[config.mk]
export PLATFORM = sky130hd
export DESIGN_NAME = argmax_scan
export DESIGN_NICKNAME = d
export VERILOG_FILES = /design/src/rtl/argmax_pkg.sv /design/src/rtl/argmax_update.sv /design/src/rtl/argmax_scan.sv
export SDC_FILE = /design/constraint.sdc
export NUM_CORES = 1
export LEC_CHECK = 0
export ABC_AREA = 1
export CAP_MARGIN = 20
export CORE_MARGIN = 1
export CORE_UTILIZATION = 40
export DETAILED_ROUTE_END_ITERATION = 7
export GPL_TIMING_DRIVEN = 0
export PLACE_DENSITY = 0.72
export SYNTH_ARGS = -nofsm -noshare
export SYNTH_HDL_FRONTEND = slang
export SYNTH_HIERARCHICAL = 1
export SYNTH_SLANG_ARGS = --single-unit
[constraint.sdc]
create_clock -name clk -period 5.9 [get_ports clk]
set_input_delay 0.59 -clock clk [delete_from_list [all_inputs] [get_ports clk]]
set_output_delay 0.59 -clock clk [all_outputs]
set_load 0.02 [all_outputs]
[src/rtl/argmax_pkg.sv]
// Shared types and helpers for the sequential argmax scanner.
package argmax_pkg;

  typedef enum logic [1:0] {
    IDLE = 2'd0,
    SCAN = 2'd1,
    DONE = 2'd2
  } state_e;

  // Index width for n classes; never narrower than one bit.
  function automatic int unsigned idx_w(input int unsigned n);
    return (n < 2) ? 1 : $clog2(n);
  endfunction

endpackage : argmax_pkg

[src/rtl/argmax_update.sv]
// Combinational best/runner-up update for one candidate score.
module argmax_update
  import argmax_pkg::*;
#(
  parameter int unsigned NUM_CLASSES = 10,
  parameter int unsigned WEIGHT_W    = 4,
  parameter bit          TIE_LAST    = 1'b1,
  localparam int unsigned IDX_W      = idx_w(NUM_CLASSES)
) (
  input  logic [WEIGHT_W-1:0] cand_i,
  input  logic [IDX_W-1:0]    cand_idx_i,
  input  logic [WEIGHT_W-1:0] best_i,
  input  logic [IDX_W-1:0]    best_idx_i,
  input  logic [WEIGHT_W-1:0] second_i,
  input  logic                first_i,
  output logic [WEIGHT_W-1:0] best_c_o,
  output logic [IDX_W-1:0]    best_idx_c_o,
  output logic [WEIGHT_W-1:0] second_c_o
);

  logic take;

  always_comb begin
    best_c_o     = best_i;
    best_idx_c_o = best_idx_i;
    second_c_o   = second_i;
    take         = (cand_i > best_i) || (TIE_LAST && (cand_i == best_i));
    if (first_i) begin
      best_c_o     = cand_i;
      best_idx_c_o = cand_idx_i;
    end else if (take) begin
      // Displaced best becomes the runner-up.
      best_c_o     = cand_i;
      best_idx_c_o = cand_idx_i;
      second_c_o   = best_i;
    end else if (cand_i >= second_i) begin
      second_c_o = cand_i;
    end
  end

endmodule : argmax_update

[src/rtl/argmax_scan.sv]
// Sequential argmax: captures all scores on start, scans one class per cycle,
// then presents winner, runner-up, margin and confidence for one DONE cycle.
module argmax_scan
  import argmax_pkg::*;
#(
  parameter int unsigned NUM_CLASSES = 10,
  parameter int unsigned WEIGHT_W    = 4,
  parameter bit          TIE_LAST    = 1'b1,
  localparam int unsigned IDX_W      = idx_w(NUM_CLASSES)
) (
  input  logic                            clk,
  input  logic                            rst,
  input  logic                            start_i,
  input  logic [NUM_CLASSES*WEIGHT_W-1:0] weights_i,
  input  logic [WEIGHT_W-1:0]             conf_margin_i,
  output logic                            busy_o,
  output logic                            result_valid_o,
  output logic [IDX_W-1:0]                max_idx_o,
  output logic [WEIGHT_W-1:0]             max_val_o,
  output logic [WEIGHT_W-1:0]             second_val_o,
  output logic [WEIGHT_W-1:0]             margin_o,
  output logic                            confident_o
);

  localparam logic [IDX_W-1:0] LAST_IDX = IDX_W'(NUM_CLASSES - 1);

  state_e                                 state_q, state_d;
  logic [NUM_CLASSES-1:0][WEIGHT_W-1:0]   hold_q, hold_d;
  logic [WEIGHT_W-1:0]                    conf_q, conf_d;
  logic [IDX_W-1:0]                       idx_q, idx_d;
  logic [WEIGHT_W-1:0]                    best_q, best_d;
  logic [IDX_W-1:0]                       best_idx_q, best_idx_d;
  logic [WEIGHT_W-1:0]                    second_q, second_d;
  logic                                   first_q, first_d;
  logic                                   busy_q, busy_d;
  logic                                   valid_q, valid_d;
  logic [IDX_W-1:0]                       max_idx_q, max_idx_d;
  logic [WEIGHT_W-1:0]                    max_val_q, max_val_d;
  logic [WEIGHT_W-1:0]                    second_val_q, second_val_d;
  logic [WEIGHT_W-1:0]                    margin_q, margin_d;
  logic                                   confident_q, confident_d;

  logic [WEIGHT_W-1:0]                    upd_best_c;
  logic [IDX_W-1:0]                       upd_best_idx_c;
  logic [WEIGHT_W-1:0]                    upd_second_c;
  logic [WEIGHT_W-1:0]                    margin_c;

  argmax_update #(
    .NUM_CLASSES (NUM_CLASSES),
    .WEIGHT_W    (WEIGHT_W),
    .TIE_LAST    (TIE_LAST)
  ) u_update (
    .cand_i       (hold_q[idx_q]),
    .cand_idx_i   (idx_q),
    .best_i       (best_q),
    .best_idx_i   (best_idx_q),
    .second_i     (second_q),
    .first_i      (first_q),
    .best_c_o     (upd_best_c),
    .best_idx_c_o (upd_best_idx_c),
    .second_c_o   (upd_second_c)
  );

  // Best can never fall below second, so this subtraction cannot underflow.
  assign margin_c = upd_best_c - upd_second_c;

  always_comb begin
    state_d      = state_q;
    hold_d       = hold_q;
    conf_d       = conf_q;
    idx_d        = idx_q;
    best_d       = best_q;
    best_idx_d   = best_idx_q;
    second_d     = second_q;
    first_d      = first_q;
    valid_d      = 1'b0;
    max_idx_d    = max_idx_q;
    max_val_d    = max_val_q;
    second_val_d = second_val_q;
    margin_d     = margin_q;
    confident_d  = confident_q;

    // start wins in every state, which also aborts a scan in flight.
    if (start_i) begin
      state_d    = SCAN;
      hold_d     = weights_i;
      conf_d     = conf_margin_i;
      idx_d      = '0;
      best_d     = '0;
      best_idx_d = '0;
      second_d   = '0;
      first_d    = 1'b1;
    end else begin
      unique case (state_q)
        SCAN: begin
          best_d     = upd_best_c;
          best_idx_d = upd_best_idx_c;
          second_d   = upd_second_c;
          first_d    = 1'b0;
          idx_d      = idx_q + IDX_W'(1);
          if (idx_q == LAST_IDX) begin
            state_d      = DONE;
            valid_d      = 1'b1;
            max_idx_d    = upd_best_idx_c;
            max_val_d    = upd_best_c;
            second_val_d = upd_second_c;
            margin_d     = margin_c;
            confident_d  = (margin_c >= conf_q);
          end
        end
        DONE:    state_d = IDLE;
        default: state_d = IDLE;
      endcase
    end

    busy_d = (state_d == SCAN);
  end

  always_ff @(posedge clk or posedge rst) begin
    if (rst) begin
      state_q      <= IDLE;
      hold_q       <= '0;
      conf_q       <= '0;
      idx_q        <= '0;
      best_q       <= '0;
      best_idx_q   <= '0;
      second_q     <= '0;
      first_q      <= 1'b0;
      busy_q       <= 1'b0;
      valid_q      <= 1'b0;
      max_idx_q    <= '0;
      max_val_q    <= '0;
      second_val_q <= '0;
      margin_q     <= '0;
      confident_q  <= 1'b0;
    end else begin
      state_q      <= state_d;
      hold_q       <= hold_d;
      conf_q       <= conf_d;
      idx_q        <= idx_d;
      best_q       <= best_d;
      best_idx_q   <= best_idx_d;
      second_q     <= second_d;
      first_q      <= first_d;
      busy_q       <= busy_d;
      valid_q      <= valid_d;
      max_idx_q    <= max_idx_d;
      max_val_q    <= max_val_d;
      second_val_q <= second_val_d;
      margin_q     <= margin_d;
      confident_q  <= confident_d;
    end
  end

  assign busy_o         = busy_q;
  assign result_valid_o = valid_q;
  assign max_idx_o      = max_idx_q;
  assign max_val_o      = max_val_q;
  assign second_val_o   = second_val_q;
  assign margin_o       = margin_q;
  assign confident_o    = confident_q;

endmodule : argmax_scan
# ---- Word-level counts from Yosys, hierarchy flattened
# Cells that the tools add are included.
dict set report classes {
  addsub 2
  order_cmp 4
  n_eq_ne 4
  n_mux 25
  bitwise_logic 1
  n_reduce_logical 3
}
# operator n
set ops {}
lappend ops {{2-to-1 mux 4 bit} 16}
lappend ops {{binary-select mux 4 bit (select 4 bit)} 1}
lappend ops {{>= comparator 4 bit} 2}
lappend ops {{2-to-1 mux 2 bit} 3}
lappend ops {{< comparator 4 x 5 -> 1 bit, second input constant} 1}
lappend ops {{2-to-1 mux 1 bit} 5}
lappend ops {{adder 4 x 1 -> 4 bit, second input constant} 1}
lappend ops {{equality test 2 x 1 -> 1 bit, second input constant} 2}
lappend ops {{equality test 4 bit} 1}
lappend ops {{equality test 4 bit, second input constant} 1}
lappend ops {{> comparator 4 bit} 1}
lappend ops {{subtractor 4 bit} 1}
lappend ops {{AND reduction 3 bit} 1}
lappend ops {{nonzero test 2 bit} 1}
lappend ops {{logical OR 1 bit} 1}
lappend ops {{inverter 1 bit} 1}
dict set report word_totals {
  reg_bits 82
  elab_cells 63
}

# ---- Logic depth before layout (Yosys ltp)
dict set report logic_depth {
  ltp_word 8
  ltp_mapped 31
}

# ---- By module
# Netlist, hierarchy kept.
# module instances cells_per_inst area_per_inst_um2
set modules_own_cells {}
lappend modules_own_cells {argmax_scan 1 445 3773.6}
lappend modules_own_cells {argmax_update 1 91 584.3}

# ---- Least setup slack after synthesis
# OpenSTA, ideal clock, no wires.
dict set report synth_timing {
  path_kind {reg-to-reg}
  startpoint {reg idx_q[0]}
  endpoint {reg confident_q (netlist: confident_o)}
  arrival_time_ps 3668
  required_ps 5835
  slack_ps 2167
  stages_incl_launch_ff 29
  path_cell_list {dfrtp_1 -> buf_2 -> inv_2 -> buf_2 -> nand2_1 -> nand3_1 -> nand3_1 -> nand3_1 -> nand2_1 -> ha_1 -> nand2_1 -> nand2_1 -> nand2_2 -> nand3_4 -> inv_6 -> nand2_4 -> buf_12 -> o21ai_2 -> inv_1 -> ha_1 -> inv_1 -> fa_1 -> ha_1 -> inv_1 -> o21bai_1 -> nand3_1 -> nand3_1 -> nand2_1 -> nand2_1}
}
dict set report synth_between {
  elab_chain_len 8
}
# element line_no
set synth_lines {}
lappend synth_lines {{start: declaration} argmax_scan.sv:30} ;# logic [IDX_W-1:0] idx_q, idx_d;
lappend synth_lines {{start signal: assignment} argmax_scan.sv:140} ;# idx_q <= idx_d;
lappend synth_lines {{binary-select mux 4 bit (select 4 bit) (*)} argmax_scan.sv:53} ;# .cand_i (hold_q[idx_q]),
lappend synth_lines {{2-to-1 mux 4 bit (not written as such) (*)} argmax_scan.sv:53}
lappend synth_lines {{> comparator 4 bit / equality test 4 bit (equally long branches)} argmax_update.sv:27} ;# take = (cand_i > best_i) || (TIE_LAST && (cand_i == best_i));
lappend synth_lines {{logical OR 1 bit} argmax_update.sv:27}
lappend synth_lines {{2-to-1 mux 4 bit} argmax_update.sv:31} ;# end else if (take) begin
lappend synth_lines {{2-to-1 mux 4 bit (*)} argmax_update.sv:28} ;# if (first_i) begin
lappend synth_lines {{named net upd_best_c[0]} argmax_scan.sv:43} ;# logic [WEIGHT_W-1:0] upd_best_c;
lappend synth_lines {{subtractor 4 bit (*)} argmax_scan.sv:65} ;# assign margin_c = upd_best_c - upd_second_c;
lappend synth_lines {{named net margin_c[1]} argmax_scan.sv:46} ;# logic [WEIGHT_W-1:0] margin_c;
lappend synth_lines {{>= comparator 4 bit (*)} argmax_scan.sv:108} ;# confident_d = (margin_c >= conf_q);
lappend synth_lines {{end signal: assignment} argmax_scan.sv:151} ;# confident_q <= confident_d;
lappend synth_lines {{end: declaration} argmax_scan.sv:41} ;# logic confident_q, confident_d;
# The timed path passes the listed nets; every way through them passes the cells marked *. The select of a mux whose other input is x is not followed.
# A chain may end at the register's enable or synchronous reset.

# ---- Worst setup path after layout
# Same ends and word-level chain as after synthesis.

==> run_results.csv <==
group,metric,value,unit
layout,drive_gt1_share,11.7,%
drt,drt_iter0_drc,236,
grt,grt_pass1_wl,17200,microns
cts,root_buffer,"clkbuf_8",
layout,diodes,0,
grt,grt_max_degree,75,
grt,grt_usage,19.2,%
pwr,switchingPower,0.617,mW
pwr,comb_power_share,36.2,%
sta,maxSlewHeadroom,68.1,%
sta,hold_viol_final,0,
floorplan,dieWidth,106,microns
drt,drt-total-wl,9940,microns
synthesis,netlist_top_cells_area,"dfrtp_1 47%, nand2_1 15%, o21ai_0 6.3%, inv_1 6.0%, nand3_1 5.2%",
pwr,p_leak,2.66,nW
placed_design,pre_cts_ws,1.57,ns
cts,clkSinkCount,82,
sta,tns,0,ns
worst_setup_path,r2r_start,"idx_q[0]$_DFFE_PP0P_",
cts,cts_resized,0,
placed_design,place.detailed.hpwl,7470,microns
synthesis,async_flop_share,100,%
cts,clk_pin_slew,0.09,ns
worst_setup_path,startpoint,"idx_q[0]$_DFFE_PP0P_",
worst_setup_path,cpPeakStageDelay,0.46,ns
cts,post_cts_buffers,0,
floorplan,die_height,106,microns
sta,period_minus_slack,4.36,ns
synthesis,syn-num-nets,601,
sta,finalWorstSetupSlack,1.54,ns
worst_setup_path,startpoint_type,"register",
synthesis,synth_edf_count,0,
sta,fin_skew,0.0117,ns
worst_setup_path,critical_path.most_common_cell,"nand2_1",
synthesis,synth.most_common_cell,"nand2_1",
drt,wl_met3,434,microns
synthesis,synth_common_cells,"175 x nand2_1, 82 x dfrtp_1, 70 x inv_1",
worst_setup_path,crit_arrival,4.65,ns
grt,antenna_found_initial,0,
placed_design,placed_cell_area,5210,sq um
synthesis,ys.warnings.count,6,
sta,slew_viol_final,0,
grt,grt_pass1_vias,3706,
sta,grt_setup_unrepaired,"no",
layout,postLayoutCellArea,5430,sq um
synthesis,netlist_area,4360,sq um
sta,timing.fmax,0.230,GHz
synthesis,synth.top_cell.area_share,47.1,%
layout,fin_nets,678,
pwr,switching_share,36.1,%
drt,ant_nets,0,
drt,wl_met2,4850,microns
worst_setup_path,crit_path_end_kind,"register",
floorplan,die-area,11300,sq um
sta,finalCritPeriodShare,73.9,%
drt,vias,3635,
worst_setup_path,required,6.19,ns
pwr,p_clk_share,26.4,%
synthesis,synth-main-ff-cell,"dfrtp_1",
floorplan,start_util,41.7,%
cts,cts_tree,"done",
outcome,status,"finished, final reports clean",
grt,overflow,0,
worst_setup_path,cp_max_fo,10,
pwr,ir_drop,0.157,mV
placed_design,portBuffers,65,
drt,wl_met1,4510,microns
synthesis,synth.distinct_cells,31,
sta,worst_pin_slew,0.479,ns
cts,cts_made_buffers,9,
drt,viasPerCell,4.82,
synthesis,synth.yosys.seq_area_share,47.1,%
synthesis,synth_seq_cells,82,
pwr,p_int,1.09,mW
cts,insertion_delay,0.36,ns
worst_setup_path,crit_type,"reg2reg",
sta,finalSetupViolations,0,
cts,cts_hold_buf,0,
synthesis,syn_avg_cell_area,8.13,sq um
pwr,power_density,315,nW/um^2
drt,post_drt_wl_per_cell,13.2,microns
drt,drt_first_pass_iters,4,
drt,drc_errors,0,
layout,finalCoreUtilization,51.9,%
layout,area_growth,24.5,%
placed_design,gp_congestion,0.804,
pwr,pwr-share-seq,37.4,%
floorplan,rows,37,
cts,cts_buffer_depth,2,
flow_run,drv_cap,0,
layout,nFillCells,1036,
synthesis,synth_top_area_cell,"dfrtp_1",
synthesis,synthCells,536,
worst_setup_path,cp_slowest_cell,"dfrtp_1",
cts,ctsHtreeMaxLevel,3,
floorplan,coreArea,10500,sq um
hold_path,hold_path.class,"in2async",
drt,top_layer_used,"met4",
floorplan,boundaryPins,66,
## worst max-delay path, delay by kind of cell (launching register included)
family	cells	cell delay [ns]
AOI/OAI and AO/OA	2	0.23
adders and majority gates	4	1.37
buffers and inverters	8	1.09
DFF	1	0.46
and+or+nand+nor	14	1.12
## layer usage
metal / GRT usage [%] / up-vias
met2: 32.4 / 80
li1: - / 1839
met3: 2.33 / 11
met1: 25.0 / 1705
met4: 7.94 / 0
met5: 0 / -
## final cells by class
| cell class | count | area, sq um | area share (%) |
|---|---|---|---|
| buffer | 21 | 128 | 2.35 |
| clock buffer | 10 | 128 | 2.35 |
| clock inverter | 6 | 90.1 | 1.66 |
| inverter | 79 | 312 | 5.74 |
| multi-input combinational | 354 | 1870 | 34.4 |
| sequential | 82 | 2050 | 37.8 |
| tap | 136 | 170 | 3.14 |
| timing repair buffer | 66 | 678 | 12.5 |
## metrics by stage
| stage | cells | hold slack (ns) | power, mW |
|---|---|---|---|
| after global routing | 754 | 0.483 | 1.83 |
| after detailed placement | 738 | 0.462 | 1.27 |
| final | 754 | 0.470 | 1.71 |
| after floorplan | 536 | 0.442 | 1.10 |
| after CTS | 754 | 0.467 | 1.72 |
| after global placement | 737 | 0.456 | 1.24 |
## logic make-up after synthesis
family | after synthesis | synth area share, %
simple gates | 253 | 26.3
flops | 82 | 47.1
xor+xnor | 2 | 0.402
compound gates | 81 | 10.9
buf+inv | 100 | 10.0
fa+ha+maj | 18 | 5.34
## state kept, by name, summed over array words and instances, names as in the netlist
signal	count
best_idx_q	4
best_q	4
busy_o	1
conf_q	4
confident_o	1
first_q	1
hold_q	40
idx_q	4
margin_o	4
max_idx_o	4
max_val_o	4
result_valid_o	1
second_q	4
second_val_o	4
state_q	2
## worst paths after layout
kind	end	slack (ns)	depth (start not counted)
setup / recovery	confident_o$_DFFE_PP0P_	1.54	28
hold / removal	hold_q[0]$_DFFE_PP0P_	0.47	2
setup reg to reg	confident_o$_DFFE_PP0P_	1.54	28
hold reg to reg	hold_q[39]$_DFFE_PP0P_	0.48	2
max in group asynchronous	best_idx_q[2]$_DFFE_PP0P_	4.84	3
min in group clk	hold_q[39]$_DFFE_PP0P_	0.48	2
## cells in the final DEF, fill, tap and decap left out, types with 2 or more instances in the layout
cell | Yosys | final
nand2_1 | 175 | 175
dfrtp_1 | 82 | 82
inv_1 | 70 | 69
clkdlybuf4s50_1 | 0 | 65
o21ai_0 | 55 | 55
nand3_1 | 45 | 45
ha_1 | 17 | 17
o21ai_2 | 15 | 15
clkbuf_1 | 11 | 12
clkbuf_8 | 1 | 10
nand2_2 | 8 | 8
a21oi_1 | 7 | 7
nand2_4 | 7 | 7
buf_2 | 6 | 6
inv_2 | 6 | 6
nor2_1 | 6 | 6
nand4_1 | 5 | 5
inv_6 | 2 | 3
inv_4 | 1 | 2
nand3_4 | 2 | 2
buf_6 | 2 | 2
nor3_1 | 2 | 2
bufinv_16 | 0 | 2
a21oi_2 | 2 | 2
## power by group through the flow
stage                     registers, mW  clock network, mW  logic [mW]
final                             0.638              0.451       0.619
after global routing              0.644              0.480       0.709
after detailed placement          0.649                  0       0.616
after floorplan                   0.645                  0       0.456
after CTS                         0.638              0.459       0.625
after global placement            0.648                  0       0.587
(Power assumes the default switching activity.)
